$ cat config.mk
export PLATFORM = sky130hd
export DESIGN_NAME = watermark_detect_flat
export DESIGN_NICKNAME = d
export VERILOG_FILES = /design/src/rtl/watermark_detect_if.sv /design/src/rtl/watermark_detect.sv /design/src/flat_wrapper.sv
export SDC_FILE = /design/constraint.sdc
export NUM_CORES = 1
export LEC_CHECK = 0
export ABC_AREA = 1
export CORE_MARGIN = 5
export CORE_UTILIZATION = 51
export CTS_CLUSTER_DIAMETER = 50
export DETAILED_ROUTE_END_ITERATION = 6
export PLACE_DENSITY_LB_ADDON = 0.08
export RECOVER_POWER = 25
export SYNTH_ARGS = -nofsm -noshare
export SYNTH_HDL_FRONTEND = slang
export SYNTH_SLANG_ARGS = --single-unit
$ cat constraint.sdc
create_clock -name clk -period 6.6 [get_ports clk]
set_input_delay 1.32 -clock clk [delete_from_list [all_inputs] [get_ports clk]]
set_output_delay 1.32 -clock clk [all_outputs]
set_load 0.01 [all_outputs]
$ cat src/rtl/watermark_detect_if.sv
// Pixel/control bundle between a watermarked pixel source and the
// watermark detector.
//
// Signals:
//   start       begin a detection run (sampled by the detector only when idle)
//   key         LFSR seed, latched on an accepted start
//   WM_select   1 = two watermark bits per pixel, 0 = one bit per pixel
//   pix_valid   pix_data carries a pixel this cycle
//   pix_data    watermarked pixel, bit0 = wm0, bit1 = wm1
//   busy        run in progress
//   done        one-cycle result strobe
//   detected    watermark-present flag, held between runs
//   match_count number of agreeing watermark bits, held between runs
//
// master: pixel source / controller side; slave: detector side.
interface watermark_detect_if #(
    parameter int NUM_PIX = 256
);
    localparam int CNT_W = $clog2(2 * NUM_PIX + 1);

    logic             start;
    logic [7:0]       key;
    logic             WM_select;
    logic             pix_valid;
    logic [7:0]       pix_data;
    logic             busy;
    logic             done;
    logic             detected;
    logic [CNT_W-1:0] match_count;

    modport master (
        output start, key, WM_select, pix_valid, pix_data,
        input  busy, done, detected, match_count
    );

    modport slave (
        input  start, key, WM_select, pix_valid, pix_data,
        output busy, done, detected, match_count
    );
endinterface

$ cat src/rtl/watermark_detect.sv
// Keyed watermark detector.
//
// Regenerates the key-seeded LFSR watermark stream and compares it with the
// watermark bits carried in the LSBs of NUM_PIX incoming pixels. At the end of
// the run the number of agreeing bits is compared against THRESH_NUM eighths
// of the compared bits to decide whether the watermark is present.
//
// Ports:
//   clk  rising-edge clock
//   rst  asynchronous active-high reset; aborts a run without a done pulse
//   bus  watermark_detect_if.slave (start/key/WM_select/pix_* in,
//        busy/done/detected/match_count out)
module watermark_detect #(
    parameter int NUM_PIX    = 256,
    parameter int THRESH_NUM = 7
) (
    input  logic                 clk,
    input  logic                 rst,
    watermark_detect_if.slave    bus
);
    localparam int CNT_W = $clog2(2 * NUM_PIX + 1);
    localparam int PIX_W = $clog2(NUM_PIX + 1);
    // Wide enough for 8 * match_count and for 2*NUM_PIX*8.
    localparam int CMP_W = CNT_W + 4;

    typedef enum logic [1:0] {
        IDLE,
        RUN,
        EVAL
    } state_t;

    state_t           state;
    state_t           state_nxt;

    logic [7:0]       lfsr;
    logic             sel;
    logic [CNT_W-1:0] match_count;
    logic [PIX_W-1:0] pix_cnt;
    logic             busy;
    logic             done;
    logic             detected;

    logic             load;
    logic             accept;
    logic             eval;
    logic             last_pix;
    logic             e0;
    logic             e1;
    logic [CNT_W-1:0] hits;
    logic             unused_pix_hi;

    // Fibonacci LFSR, taps 8,6,5,4.
    function automatic logic [7:0] lfsr_step(input logic [7:0] q);
        return {q[6:0], q[7] ^ q[5] ^ q[4] ^ q[3]};
    endfunction

    // match_count*8 >= total*THRESH_NUM, evaluated without overflow.
    function automatic logic thresh_met(input logic [CNT_W-1:0] cnt, input logic s);
        logic [CMP_W-1:0] total;
        logic [CMP_W-1:0] lhs;
        logic [CMP_W-1:0] rhs;
        total = s ? CMP_W'(2 * NUM_PIX) : CMP_W'(NUM_PIX);
        lhs   = CMP_W'({cnt, 3'b000});
        rhs   = total * CMP_W'(THRESH_NUM);
        return lhs >= rhs;
    endfunction

    assign e0       = lfsr[0];
    assign e1       = lfsr[1] ^ lfsr[0];
    assign last_pix = (pix_cnt == PIX_W'(NUM_PIX - 1));

    // Bit agreements contributed by the current pixel; wm1 counts only in
    // two-bit mode.
    assign hits = CNT_W'(bus.pix_data[0] == e0)
                + CNT_W'(sel && (bus.pix_data[1] == e1));

    // Upper pixel bits carry image content, not watermark.
    assign unused_pix_hi = ^bus.pix_data[7:2];

    always_ff @(posedge clk or posedge rst) begin
        if (rst) begin
            state <= IDLE;
        end else begin
            state <= state_nxt;
        end
    end

    always_comb begin
        state_nxt = state;
        load      = 1'b0;
        accept    = 1'b0;
        eval      = 1'b0;
        unique case (state)
            IDLE: begin
                if (bus.start) begin
                    load      = 1'b1;
                    state_nxt = RUN;
                end
            end
            RUN: begin
                if (bus.pix_valid) begin
                    accept = 1'b1;
                    if (last_pix) begin
                        state_nxt = EVAL;
                    end
                end
            end
            EVAL: begin
                eval      = 1'b1;
                state_nxt = IDLE;
            end
            default: state_nxt = IDLE;
        endcase
    end

    always_ff @(posedge clk or posedge rst) begin
        if (rst) begin
            lfsr        <= 8'h01;
            sel         <= 1'b0;
            match_count <= '0;
            pix_cnt     <= '0;
            busy        <= 1'b0;
            done        <= 1'b0;
            detected    <= 1'b0;
        end else begin
            done <= 1'b0;
            if (load) begin
                // All-zero is the LFSR lock-up state, so a zero key seeds 01.
                lfsr        <= (bus.key == 8'h00) ? 8'h01 : bus.key;
                sel         <= bus.WM_select;
                match_count <= '0;
                pix_cnt     <= '0;
                detected    <= 1'b0;
                busy        <= 1'b1;
            end
            if (accept) begin
                match_count <= match_count + hits;
                lfsr        <= lfsr_step(lfsr);
                pix_cnt     <= pix_cnt + PIX_W'(1);
            end
            if (eval) begin
                detected <= thresh_met(match_count, sel);
                done     <= 1'b1;
                busy     <= 1'b0;
            end
        end
    end

    assign bus.busy        = busy;
    assign bus.done        = done;
    assign bus.detected    = detected;
    assign bus.match_count = match_count;
endmodule

$ cat src/flat_wrapper.sv
// flat-port wrapper written by rule: the top's interface ports become plain ports
module watermark_detect_flat 
#(
    parameter int NUM_PIX    = 256,
    parameter int THRESH_NUM = 7
)
  (clk, rst, bus_start, bus_key, bus_WM_select, bus_pix_valid, bus_pix_data, bus_busy, bus_done, bus_detected, bus_match_count);
  watermark_detect_if #(.NUM_PIX(NUM_PIX)) bus_i ();
  input  logic clk;
  input  logic rst;
  input wire logic [$bits(bus_i.start)-1:0] bus_start;
  input wire logic [$bits(bus_i.key)-1:0] bus_key;
  input wire logic [$bits(bus_i.WM_select)-1:0] bus_WM_select;
  input wire logic [$bits(bus_i.pix_valid)-1:0] bus_pix_valid;
  input wire logic [$bits(bus_i.pix_data)-1:0] bus_pix_data;
  output wire logic [$bits(bus_i.busy)-1:0] bus_busy;
  output wire logic [$bits(bus_i.done)-1:0] bus_done;
  output wire logic [$bits(bus_i.detected)-1:0] bus_detected;
  output wire logic [$bits(bus_i.match_count)-1:0] bus_match_count;
  assign bus_i.start = bus_start;
  assign bus_i.key = bus_key;
  assign bus_i.WM_select = bus_WM_select;
  assign bus_i.pix_valid = bus_pix_valid;
  assign bus_i.pix_data = bus_pix_data;
  assign bus_busy = bus_i.busy;
  assign bus_done = bus_i.done;
  assign bus_detected = bus_i.detected;
  assign bus_match_count = bus_i.match_count;
  watermark_detect #(.NUM_PIX(NUM_PIX), .THRESH_NUM(THRESH_NUM)) u_core (.clk(clk), .rst(rst), .bus(bus_i));
endmodule
# Yosys cells after proc, flatten, opt, wreduce, memory -nomap -nowiden
# Cells that the tools add are included.
# word_totals
register_bits	33
wordCells	53
in_bits	21
out_inout_bits	13
# classes
eq_ne	8
bitwise_logic	4
reduce_logical	6
mux	22
order_cmp	1
add_sub_neg	3
n_mul	1
# op_table
cell	n
$mux W10	3
$mux W8	3
$mux W9	2
$ge A13 B14 Y1	1
$mul A14 B3 Y14 const B	1
$add A10 B10 Y10	1
$mux W1	10
$add A9 B1 Y9 const B	1
$eq A9 B8 Y1 const B	1
$logic_not A8 Y1	1
$mux W2	3
$ne A2 B2 Y1 const B	2
$pmux W2 S2	1
$reduce_bool A2 Y1	2
$xor A1 B1 Y1	4
$reduce_and A3 Y1	1
$add A1 B1 Y2	1
$eq A1 B1 Y1	2
$eq A2 B1 Y1 const B	1
$eq A2 B2 Y1 const B	1
$logic_not A2 Y1	1
$ne A2 B1 Y1 const B	1
$logic_and A1 B1 Y1	1

# Depth between registers and ports, before layout
# logic_depth
depth_word	6
ltp_mapped	12

# Least setup slack after synthesis
# No wires, ideal clock.
# synth_path
kind	input port to flip-flop
start	input bus_pix_data[1]
end	register u_core.match_count[8], in the netlist u_core.bus.match_count[8]
setup_slack_ps	3600
stages	11
required_ps	6483
n_path_buf	0
arrival_time_ps	2883
setup_ps	117
cell_sequence	or2_2 > a21oi_1 > ha_1 > ha_1 > fa_1 > nand2_1 > nor2_1 > nand3_2 > nand2_1 > o21ai_1 > inv_1
# synth_between
elab_chain_cells	5
# synth_lines
item	line	rtl
start: declaration	flat_wrapper.sv:15	input wire logic [$bits(bus_i.pix_data)-1:0] bus_pix_data;
$eq A1 B1 Y1	watermark_detect.sv:75	+ CNT_W'(sel && (bus.pix_data[1] == e1));
$logic_and A1 B1 Y1	watermark_detect.sv:75	
$add A1 B1 Y2	watermark_detect.sv:75	
$add A10 B10 Y10	watermark_detect.sv:137	match_count <= match_count + hits;
$mux W10	watermark_detect.sv:136	if (accept) begin
end signal: assignment	watermark_detect.sv:137	
end: declaration	watermark_detect.sv:37	logic [CNT_W-1:0] match_count;
# No other way between the ends.
# A chain may end at the register's enable or synchronous reset.

# Final worst setup path
# Ends and elaborated chain as after synthesis.

==> metrics <==
GRT Resource Usage Total 17.2%; Sw Ratio 35.0%; via/cell ratio 5.16; P&R area growth vs syn 17.8%; max-slew violations 34; Syn Area/Cell 8.23 um^2; status complete, but fails checks; Switching Power 221 uW; fin cells 301; sequential share of power 46.8%; CP max FO 2; Total Wirelength 3.82 mm; share of cells above drive strength 1 7.45%; Core Region 0.00342 mm^2; RSZ-0062 raised after global routing no; CTS Sinks 33; gr ovfl total 0; crit-path cells clkdlybuf4s50_1 > or2_2 > a21oi_1 > ha_1 > ha_1 > fa_1 > nand2_1 > nor2_1 > nand3_2 > nand2_1 > o21ai_1 > inv_1; Synth Instances 225; Clock power frac 20.7%; width of the die 70.3 um; Clock Path Buffers 2; Total Die Area 0.00494 mm^2; CP Data Arrival Time 3490 ps; crit path capture u_core.bus.match_count[8]; FF-to-FF Start u_core.lfsr[0]; Worst setup SP type input port; failing checks capacitance limit, slew limit; Site Rows 21; Hold Path Class flop to flop; Post-CTS Setup Repair Bufs 0; mapped cell area 0.00185 mm^2; antenna viol nets, final 0; Clock Latency Late Sink 340 ps; Lkg Pwr 1.09 nW; ANT cells 0; Netlist cell types 33; Port Buffer Count 27; CP max-delay cell clkdlybuf4s50_1; pin count of the biggest net entering global routing 34; H-tree depth 2; Synth Warn # 0; Combinational Power Share 32.4%; initial core utilization 54.2%; Tmin final 3250 ps; Int Pwr 411 uW; initial antenna violation count 0; reg-to-reg setup timing slack 4090 ps; wire per inst 12.7 um; drt first pass iters 4; Post-CTS Resized 0; Final period util 49.2%; Synth Register Bits 33; Mapped Nets 254; WP depth 12; GPL Wtd Cong 0.768; slew margin rel. -22.0%; CP delay by family, top adder cells; max-cap viol count 1; Clock transition at path regs 100 ps; Inst Count DP 293; setup TNS 0 ps; power per cell area 290 mW/mm^2; Achievable Freq 0.308 GHz; Peak VDD IR 0.000186 V; Required @ worst endpoint 6840 ps; FF-to-FF End u_core.bus.match_count[8]; die height 70.3 um; CP peak stage delay 410 ps; final net count 283; Crit. End Element flop; Reg2Reg Depth 12; Hold Fails Final Rpt 0; CTS root buf clkbuf_4; global-route wire length before repair 6.71 mm; Least-Margin Pin Slew 1830 ps; number of global-route vias before repair 1499; DRC errors left 0; number of buffers created by CTS 5; Final Skew 3.37 ps; Crit. Startpoint bus_pix_data[1]; post-synthesis sequential area ratio 44.7%; post-DP HPWL 2.67 mm; Post-CTS Hold Fix Bufs 0; I/O Pins 34; worst hold slack 458 ps; final setup violation count 0; total number of vias 1552; Buffers & Inverters on Critical Path 2; CTS tree done; Crit Path Category input port to flop; Iter 0 DRT Violations 77
[cells in the final DEF (no fill, tap or decap), types with 3 or more instances in the layout]
master / synthesis / routed
nor2_1: 11 / 11
clkbuf_4: 0 / 5
nand3_2: 3 / 3
o211ai_1: 3 / 3
nand2_1: 68 / 68
nand3_1: 16 / 16
o22ai_1: 3 / 3
dfrtp_1: 32 / 32
o21ai_0: 6 / 6
ha_1: 7 / 7
nor3_1: 3 / 3
nand4_1: 4 / 4
o21ai_1: 5 / 5
inv_1: 33 / 33
clkdlybuf4s50_1: 0 / 26
o221ai_1: 5 / 5
[kinds of logic after synthesis]
group | after synthesis | synth area share [%]
AND/OR/NAND/NOR | 110 | 26.2
buffers and inverters | 42 | 11.5
flip-flops | 33 | 44.7
AO/OA/AOI/OAI | 29 | 10.4
adder cells (fa/ha/maj) | 8 | 5.81
XOR/XNOR | 3 | 1.42
[synth_stat cells (all sizes together)]
cell    instances  area share [%]
nand2          69              14
inv            36             7.6
dfrtp          32              43
nand3          19             5.9
nor2           12             2.8
o21ai          11             3.0
ha              7             4.7
buf             6             3.9
o221ai          5             2.4
nand4           4             1.4
a22o            3             1.5
nor3            3            0.81
o211ai          3             1.2
o22ai           3             1.0
a21oi           2            0.54
xor2            2            0.95
a21boi          1            0.41
dfstp           1             1.4
fa              1             1.1
nand3b          1            0.41
nor3b           1            0.41
o31ai           1            0.41
or2             1            0.34
xnor2           1            0.47
[cell type report]
class	instances	area (um^2)
fill	318	1230
inverter	36	140
tap	46	57.6
timing repair buffer	28	274
clock buffer	7	65.1
clock inverter	1	5.00
multi-input combinational	150	812
sequential	33	827
[flip-flops by register name, summed over array words and instances, names as in the netlist]
| signal | count |
|---|---|
| u_core.bus.busy | 1 |
| u_core.bus.detected | 1 |
| u_core.bus.done | 1 |
| u_core.bus.match_count | 10 |
| u_core.lfsr | 8 |
| u_core.pix_cnt | 9 |
| u_core.sel | 1 |
| u_core.state | 2 |
[power by group through the flow]
stage	clock (mW)	sequential (mW)	combinational, mW
6_report	0.131	0.296	0.205
5_1_grt	0.145	0.305	0.236
4_1_cts	0.136	0.296	0.207
3_5_place_dp	0	0.300	0.204
3_3_place_gp	0	0.298	0.199
2_1_floorplan	0	0.297	0.141
[per-stage QoR]
| stage | utilization [%] | setup slack (ps) | cell area, um^2 | total power [mW] |
|---|---|---|---|---|
| CTS | 64.0 | 3350 | 2180 | 0.638 |
| detailed placement | 61.9 | 2990 | 2110 | 0.504 |
| floorplan | - | 3600 | 1850 | 0.438 |
| global route | 63.8 | 3070 | 2180 | 0.686 |
| global placement | 61.9 | 3000 | 2110 | 0.498 |
| finish | 63.8 | 3350 | 2180 | 0.632 |
[per-layer routing]
layer / wire, um / global-route usage (%)
met2: 1700 / 27.7
met5: 0 / 0
met1: 1860 / 21.7
met4: 54 / 6.17
met3: 199 / 5.16
[how the worst min path moves through the flow]
stage	start	end	slack (ps)	depth (start not counted)
after floorplan	u_core.state[1]	u_core.state[1]	430	1
after global placement	u_core.state[1]	u_core.state[1]	450	1
after detailed placement	u_core.state[1]	u_core.state[1]	450	1
after CTS	u_core.state[1]	u_core.state[1]	460	1
after global routing	u_core.state[1]	u_core.state[1]	490	1
final	u_core.state[1]	u_core.state[1]	460	1
Power figures use the tool's default switching activity.
